[config.mk]
export PLATFORM = sky130hd
export DESIGN_NAME = pipelined_adder
export DESIGN_NICKNAME = d
export VERILOG_FILES = /design/src/rtl/pipelined_adder.sv
export SDC_FILE = /design/constraint.sdc
export NUM_CORES = 1
export LEC_CHECK = 0
export CAP_MARGIN = 40
export CORE_MARGIN = 1.5
export CORE_UTILIZATION = 54
export DETAILED_ROUTE_END_ITERATION = 7
export GPL_ROUTABILITY_DRIVEN = 0
export PLACE_DENSITY = 0.79
export SLEW_MARGIN = 10
export SYNTH_ARGS = -nofsm -noshare
export SYNTH_HDL_FRONTEND = slang
export SYNTH_SLANG_ARGS = --single-unit
[constraint.sdc]
create_clock -name clk -period 2.05 [get_ports clk]
set_input_delay 0.5125 -clock clk [delete_from_list [all_inputs] [get_ports clk]]
set_output_delay 0.5125 -clock clk [all_outputs]
set_load 0.01 [all_outputs]
[src/rtl/pipelined_adder.sv]
// rtl/pipelined_adder.sv - carry-pipelined WIDTH-bit adder, one CHUNK-bit slice per stage
// Optional signed-overflow output guarded by PIPE_ADDER_OVF_EN.
module pipelined_adder #(
  parameter int WIDTH = 16,
  parameter int CHUNK = 4
) (
  input  logic             clk,
  input  logic             rst,
  input  logic             in_valid,
  output logic             in_ready,
  input  logic [WIDTH-1:0] a,
  input  logic [WIDTH-1:0] b,
  input  logic             cin,
  output logic             out_valid,
  input  logic             out_ready,
  output logic [WIDTH-1:0] sum,
  output logic             cout
`ifdef PIPE_ADDER_OVF_EN
  ,
  output logic             ovf
`endif
);

  localparam int STAGES = WIDTH / CHUNK;

  if (WIDTH % CHUNK != 0) begin : g_bad_chunk
    $error("pipelined_adder: WIDTH must be a multiple of CHUNK");
  end

  logic [STAGES-1:0] v_q, v_d;
  logic [STAGES-1:0] c_q, c_d;
  logic [WIDTH-1:0]  a_q [STAGES];
  logic [WIDTH-1:0]  a_d [STAGES];
  logic [WIDTH-1:0]  b_q [STAGES];
  logic [WIDTH-1:0]  b_d [STAGES];
  logic [WIDTH-1:0]  s_q [STAGES];
  logic [WIDTH-1:0]  s_d [STAGES];
`ifdef PIPE_ADDER_OVF_EN
  logic ovf_q, ovf_d;
`endif

  // What each stage sees from its upstream neighbour (the input port for stage 0).
  logic [STAGES-1:0] up_v, up_c;
  logic [WIDTH-1:0]  up_a [STAGES];
  logic [WIDTH-1:0]  up_b [STAGES];
  logic [WIDTH-1:0]  up_s [STAGES];
  logic [STAGES-1:0] rdy;
  logic [STAGES-1:0] mask;
  logic [CHUNK:0]    slice;

  for (genvar k = 0; k < STAGES; k++) begin : g_up
    if (k == 0) begin : g_first
      assign up_v[k] = in_valid;
      assign up_c[k] = cin;
      assign up_a[k] = a;
      assign up_b[k] = b;
      assign up_s[k] = '0;
    end else begin : g_next
      assign up_v[k] = v_q[k-1];
      assign up_c[k] = c_q[k-1];
      assign up_a[k] = a_q[k-1];
      assign up_b[k] = b_q[k-1];
      assign up_s[k] = s_q[k-1];
    end
  end

  // Stage k can load unless it and every stage after it are full and the sink stalls.
  always_comb begin
    rdy  = '0;
    mask = '0;
    for (int k = 0; k < STAGES; k++) begin
      mask   = {STAGES{1'b1}} << k;
      rdy[k] = out_ready | ~(&(v_q | ~mask));
    end
  end

  assign in_ready = rdy[0];

  always_comb begin
    v_d   = v_q;
    c_d   = c_q;
    slice = '0;
`ifdef PIPE_ADDER_OVF_EN
    ovf_d = ovf_q;
`endif
    for (int k = 0; k < STAGES; k++) begin
      a_d[k] = a_q[k];
      b_d[k] = b_q[k];
      s_d[k] = s_q[k];
    end
    for (int k = 0; k < STAGES; k++) begin
      if (rdy[k]) begin
        v_d[k] = up_v[k];
        if (up_v[k]) begin
          slice = {1'b0, up_a[k][k*CHUNK +: CHUNK]} + {1'b0, up_b[k][k*CHUNK +: CHUNK]}
                + {{CHUNK{1'b0}}, up_c[k]};
          a_d[k] = up_a[k];
          b_d[k] = up_b[k];
          s_d[k] = up_s[k];
          s_d[k][k*CHUNK +: CHUNK] = slice[CHUNK-1:0];
          c_d[k] = slice[CHUNK];
`ifdef PIPE_ADDER_OVF_EN
          // Carry into the MSB is recovered as a^b^sum at that bit.
          if (k == STAGES - 1) begin
            ovf_d = up_a[k][WIDTH-1] ^ up_b[k][WIDTH-1] ^ slice[CHUNK-1] ^ slice[CHUNK];
          end
`endif
        end
      end
    end
  end

  always_ff @(posedge clk) begin
    if (rst) begin
      v_q <= '0;
      c_q <= '0;
      for (int k = 0; k < STAGES; k++) begin
        a_q[k] <= '0;
        b_q[k] <= '0;
        s_q[k] <= '0;
      end
`ifdef PIPE_ADDER_OVF_EN
      ovf_q <= 1'b0;
`endif
    end else begin
      v_q <= v_d;
      c_q <= c_d;
      for (int k = 0; k < STAGES; k++) begin
        a_q[k] <= a_d[k];
        b_q[k] <= b_d[k];
        s_q[k] <= s_d[k];
      end
`ifdef PIPE_ADDER_OVF_EN
      ovf_q <= ovf_d;
`endif
    end
  end

  assign out_valid = v_q[STAGES-1];
  assign sum       = s_q[STAGES-1];
  assign cout      = c_q[STAGES-1];
`ifdef PIPE_ADDER_OVF_EN
  assign ovf       = ovf_q;
`endif

endmodule

# Yosys cells after proc, flatten, opt, wreduce, memory -nomap -nowiden
# Memory sizes are Yosys's and may differ from the RTL's.
# Index checks and enable logic that the tools add are counted.
# word_totals
reg_bits	8
mem_bits_rw	192
out_inout_bits	19
elab_cells	88
n_memories	3
# mem_list
memory	depth	word_bits	read_ports	rd_ports_with_merged_regs	wr	line_no	rtl
a_q	4	16	3	0	4	32	logic [WIDTH-1:0] a_q [STAGES];
b_q	4	16	3	0	4	34	logic [WIDTH-1:0] b_q [STAGES];
s_q	4	16	4	0	4	36	logic [WIDTH-1:0] s_q [STAGES];
# classes
add_sub_neg	8
eq_ne	2
muxes	39
bitwise	20
n_reduce_logical	8
# ops
op	n
$mux W16	36
$add A4 B4 Y5	4
$add A5 B1 Y5	4
$or A1 B1 Y1	16
$reduce_and A2 Y1	5
$reduce_and A3 Y1	2
$not A1 Y1	4
$reduce_and A4 Y1	1
$mux W1	3
$ne A2 B2 Y1 const B	1
$ne A1 B1 Y1 const B	1

# Longest topological paths before layout
# An unclocked memory read counts as a cell.
# logic_depth
depth_word	6
depth_mapped	7
mapped_depth_nobuf	7

# Worst setup path before layout
# OpenSTA, ideal clock, no wires.
# synth_path
path_kind	reg-to-reg
start	reg c_q[0]
end	reg c_q[1]
t_arrival_ns	1.599
t_required_ns	1.918
slack_ns	0.320
stages_incl_launch_ff	6
cell_sequence	dfxtp_1 -> fa_1 -> fa_1 -> a21o_1 -> a211oi_1 -> nor3_1
# synth_via
elab_chain_len	1
# synth_rtl
element	line_no	rtl
start, declared	31	logic [STAGES-1:0] c_q, c_d;
start signal, assigned	116	c_q <= '0;
start signal, assigned	127	c_q <= c_d;
$add A5 B1 Y5	96	+ {{CHUNK{1'b0}}, up_c[k]};
# Every way passes these cells.
# A chain may end at the register's enable or synchronous reset.

# Worst setup path in the final report
# layout_path
start	in out_ready
end	out in_ready
# layout_via
elab_chain_len	1
# layout_rtl
element	line_no	rtl
start, declared	15	input logic out_ready,
$or A1 B1 Y1	73	rdy[k] = out_ready | ~(&(v_q | ~mask));
end, declared	10	output logic in_ready,
# Every way passes these cells.

==> run summary <==
The run finished with clean final reports. Of all nets on the critical path, the largest fanout is 4. TritonCTS built the clock tree. After detailed routing, the number of remaining DRC violations is 0.

The startpoint identified for the worst register-to-register timing path is c_q[0]. Traced cell by cell, the critical path runs through dlygate4sd2_1 > and3b_4 > nand3_1 > buf_2. By area the synthesized netlist is led by sky130_fd_sc_hd__dfxtp_1 (48%), sky130_fd_sc_hd__nand2_1 (16%), sky130_fd_sc_hd__a21oi_1 (11%). After technology mapping, the gate count stands at 482. The clock-pin slew on the worst setup and hold paths was 90 ps.

For flop-to-flop paths, the worst setup slack is 210 ps. The number of warnings issued by yosys is 0. The worst path uses 92.62% of the clock period.

The largest single stage delay on the critical path is 310 ps. Static timing analysis puts the maximum clock frequency at 526.7 MHz. Measured along the x axis, the die boundary spans 88.91 µm.

sky130_fd_sc_hd__nand2_1 is the most common cell in the netlist. The run gives 609 as the count of placed standard cells including taps. After detailed routing, the total wire length is 7424 µm.

The tools report the net count of the mapped netlist as 539. For the number of buffers added to fix hold violations after cts, the log shows 0. The endpoint identified for the worst register-to-register timing path is c_q[1]. From bottom edge to top edge, the die measures 88.91 µm. The initial DRC count was 177; the worst-case hold slack was 451.1 ps. The startpoint identified for the worst hold timing path is a_q[0][15]. After the last flow step, the layout net total stands at 578. Once placement finished, the instance area stood at 4588 µm². Between clock sinks in the finished design, the worst skew comes to 8.109 ps.

Dominant register cell in the synthesized netlist: sky130_fd_sc_hd__dfxtp_1. The die covers 7904 µm². The quantity of gates resized following cts is 5, and the proportion of register bits with asynchronous set or reset after synthesis is 0%.

The commonest cells after synthesis are sky130_fd_sc_hd__nand2_1 (166), sky130_fd_sc_hd__dfxtp_1 (96), sky130_fd_sc_hd__a21oi_1 (87). The maximum number of pins on one net before global-route repair is 96. VDD sags by at most 414.4 µV. The slew at the pin closest to its max-slew limit works out to 395.8 ps.

The core footprint was 7214 µm²; the average cell area after synthesis was 8.268 µm². Summed over all instances, the cell type with the most area after synthesis is sky130_fd_sc_hd__dfxtp_1. 0 antenna diodes ended up in the layout. STA puts the critical path data arrival time at 1390 ps. The H-tree was split into 3 levels. Across all layers, the routed design uses 3165 vias. The area share of the leading cell type in the synthesized netlist works out to 48.23%. After synthesis the netlist holds a flip-flop and latch count of 96.

The worst register-to-register path has a depth of 5. The number of global-route vias before repair was 2824. The class of the most critical hold timing path is flip-flop to flip-flop. The final number of max-transition violations was 0; the detailed placer's ending HPWL was 5085 µm. The number of hold violations in the final report is 0. The number of different library cells in the post-synthesis netlist is 36, and the clock period minus worst slack is 1899 ps. The data required time of the worst path was 1540 ps. The tools report the final worst-path setup slack as 151.3 ps. No sink is reached through more buffers than the 2 on the longest clock path.

The wire length of the first global-routing pass was 12340 µm. The finished cells cover 4805 µm². The number of port buffers is 55, and the number of post-CTS setup repair buffers is 0.

The number of antenna violations at the first check in global routing is 0, and the static power due to leakage is 1.822 nW. The power density relative to cell area is 754.5 nW/µm², and the share of final-layout standard cells stronger than drive strength 1 is 7.605%. 56 I/O pins were placed.

The synthesized design contains 0 enable-type register cells. After detailed routing, the number of vias per cell comes to 5.064. Dividing the detail-routed wire length by the instance count gives 11.88 µm.

Setup repair after global routing left no endpoint under its margin. For the headroom to the max-slew limit, the log shows 73.61%. The initial utilization of the core area, before any placement, comes to 55.24%. The total number of placement rows is 31, and the residual overflow from global routing is 0. The cell area after synthesis is 3985 µm², and the insertion delay of the later-clocked pin in the worst-skew pair is 350 ps.

For this run, the total global-route usage over all layers was measured as 20.24%. For this design, the slowest cell found on the critical path is sky130_fd_sc_hd__and3b_4. Along the worst hold path, the cell count comes to 2. Relative to the synthesized area, the layout overhead comes to 20.57%. The type of the worst setup path is input port to primary output. Number of iterations in the first detailed-routing pass: 4. Prior to clock tree synthesis, the placed netlist has a worst setup slack of -398.0 ps. Summing the sequential cell areas from Yosys gives 48.23% of the chip area.

The clock root buffer was sky130_fd_sc_hd__clkbuf_8. The logs give 0 for the max-capacitance violation count and 3.625 mW for the final total power. The worst hold path endpoint was a_q[0][31].

The detail route stage leaves a number of antenna-violating nets equal to 0. The worst setup path is launched from an input port. The number of buffers and inverters on the critical path is 2.

For the number of buffers created by CTS, the log shows 9. The worst setup path is captured at a primary output. The non-filler instance count after layout is 625, and the number of endpoints failing setup at the final stage is 0. The top cell family by delay on the critical path was buffers and inverters. CTS saw 96 sinks.
[cell type report]
class | count | area (µm²)
clock buffer | 12 | 145.1
clock inverter | 4 | 77.57
fill | 615 | 2410
inverter | 10 | 37.54
multi-input combinational | 330 | 1767
sequential | 96 | 1922
tap | 99 | 123.9
timing repair buffer | 74 | 732.0
[worst register-to-register path: stages, from the launching register on]
cell	delay [ps]
sky130_fd_sc_hd__dfxtp_1	340
sky130_fd_sc_hd__fa_1	460
sky130_fd_sc_hd__fa_1	420
sky130_fd_sc_hd__a21o_1	200
sky130_fd_sc_hd__a211oi_1	240
sky130_fd_sc_hd__nor3_1	70
[flip-flops by register name, summed over array words and instances (netlist names)]
name  cells
v_q       4
c_q       4
s_q      40
b_q      24
a_q      24
[placed cells by master, fill, tap and decap left out, drive strengths merged, types with 6 or more instances in the layout]
master,instances
a211oi,6
inv,10
a21oi,88
clkdlybuf4s50,52
nand2,166
buf,21
ha,12
nor2,9
fa,8
dfxtp,96
a21o,6
clkbuf,12
[power by group]
group          total, mW  leakage (nW)  switching (mW)  internal, mW
combinational      0.324         0.930           0.161         0.163
clock               1.34         0.111           0.613         0.726
sequential          1.96         0.781          0.0393          1.92
total               3.62          1.82           0.813          2.81
[routing by layer]
layer | part of all wire, % | vias up | GRT usage, %
met3 | 4.0 | 2 | 4.432
met2 | 48 | 66 | 33.13
met5 | 0 | - | 0
met1 | 47 | 1450 | 26.16
li1 | - | 1647 | -
met4 | 0.54 | 0 | 8.097
[cells by family after synthesis]
| logic type | after synthesis | share of synthesized area, % |
|---|---|---|
| XOR/XNOR | 5 | 1.099 |
| buffers and inverters | 56 | 7.693 |
| AO/OA/AOI/OAI | 109 | 15.20 |
| AND/OR/NAND/NOR | 196 | 20.00 |
| adder cells (fa/ha/maj) | 20 | 7.786 |
| flip-flops | 96 | 48.23 |
[how the worst max path moves through the flow]
stage / from / to / slack [ps] / cells after the start
3_3_place_gp: out_ready / in_ready / -380 / 4
5_1_grt: c_q[0] / c_q[1] / 100 / 5
2_1_floorplan: c_q[0] / c_q[1] / 320 / 5
4_1_cts: out_ready / in_ready / 150 / 4
3_5_place_dp: out_ready / in_ready / -400 / 4
6_report: out_ready / in_ready / 150 / 4
[metrics by stage]
step	TNS, ps	util, %
after global placement	-2092	63.60
after global routing	0	66.60
after floorplan	0	-
final	0	66.60
after detailed placement	-4234	63.60
after CTS	0	66.60
(Power assumes the default switching activity.)
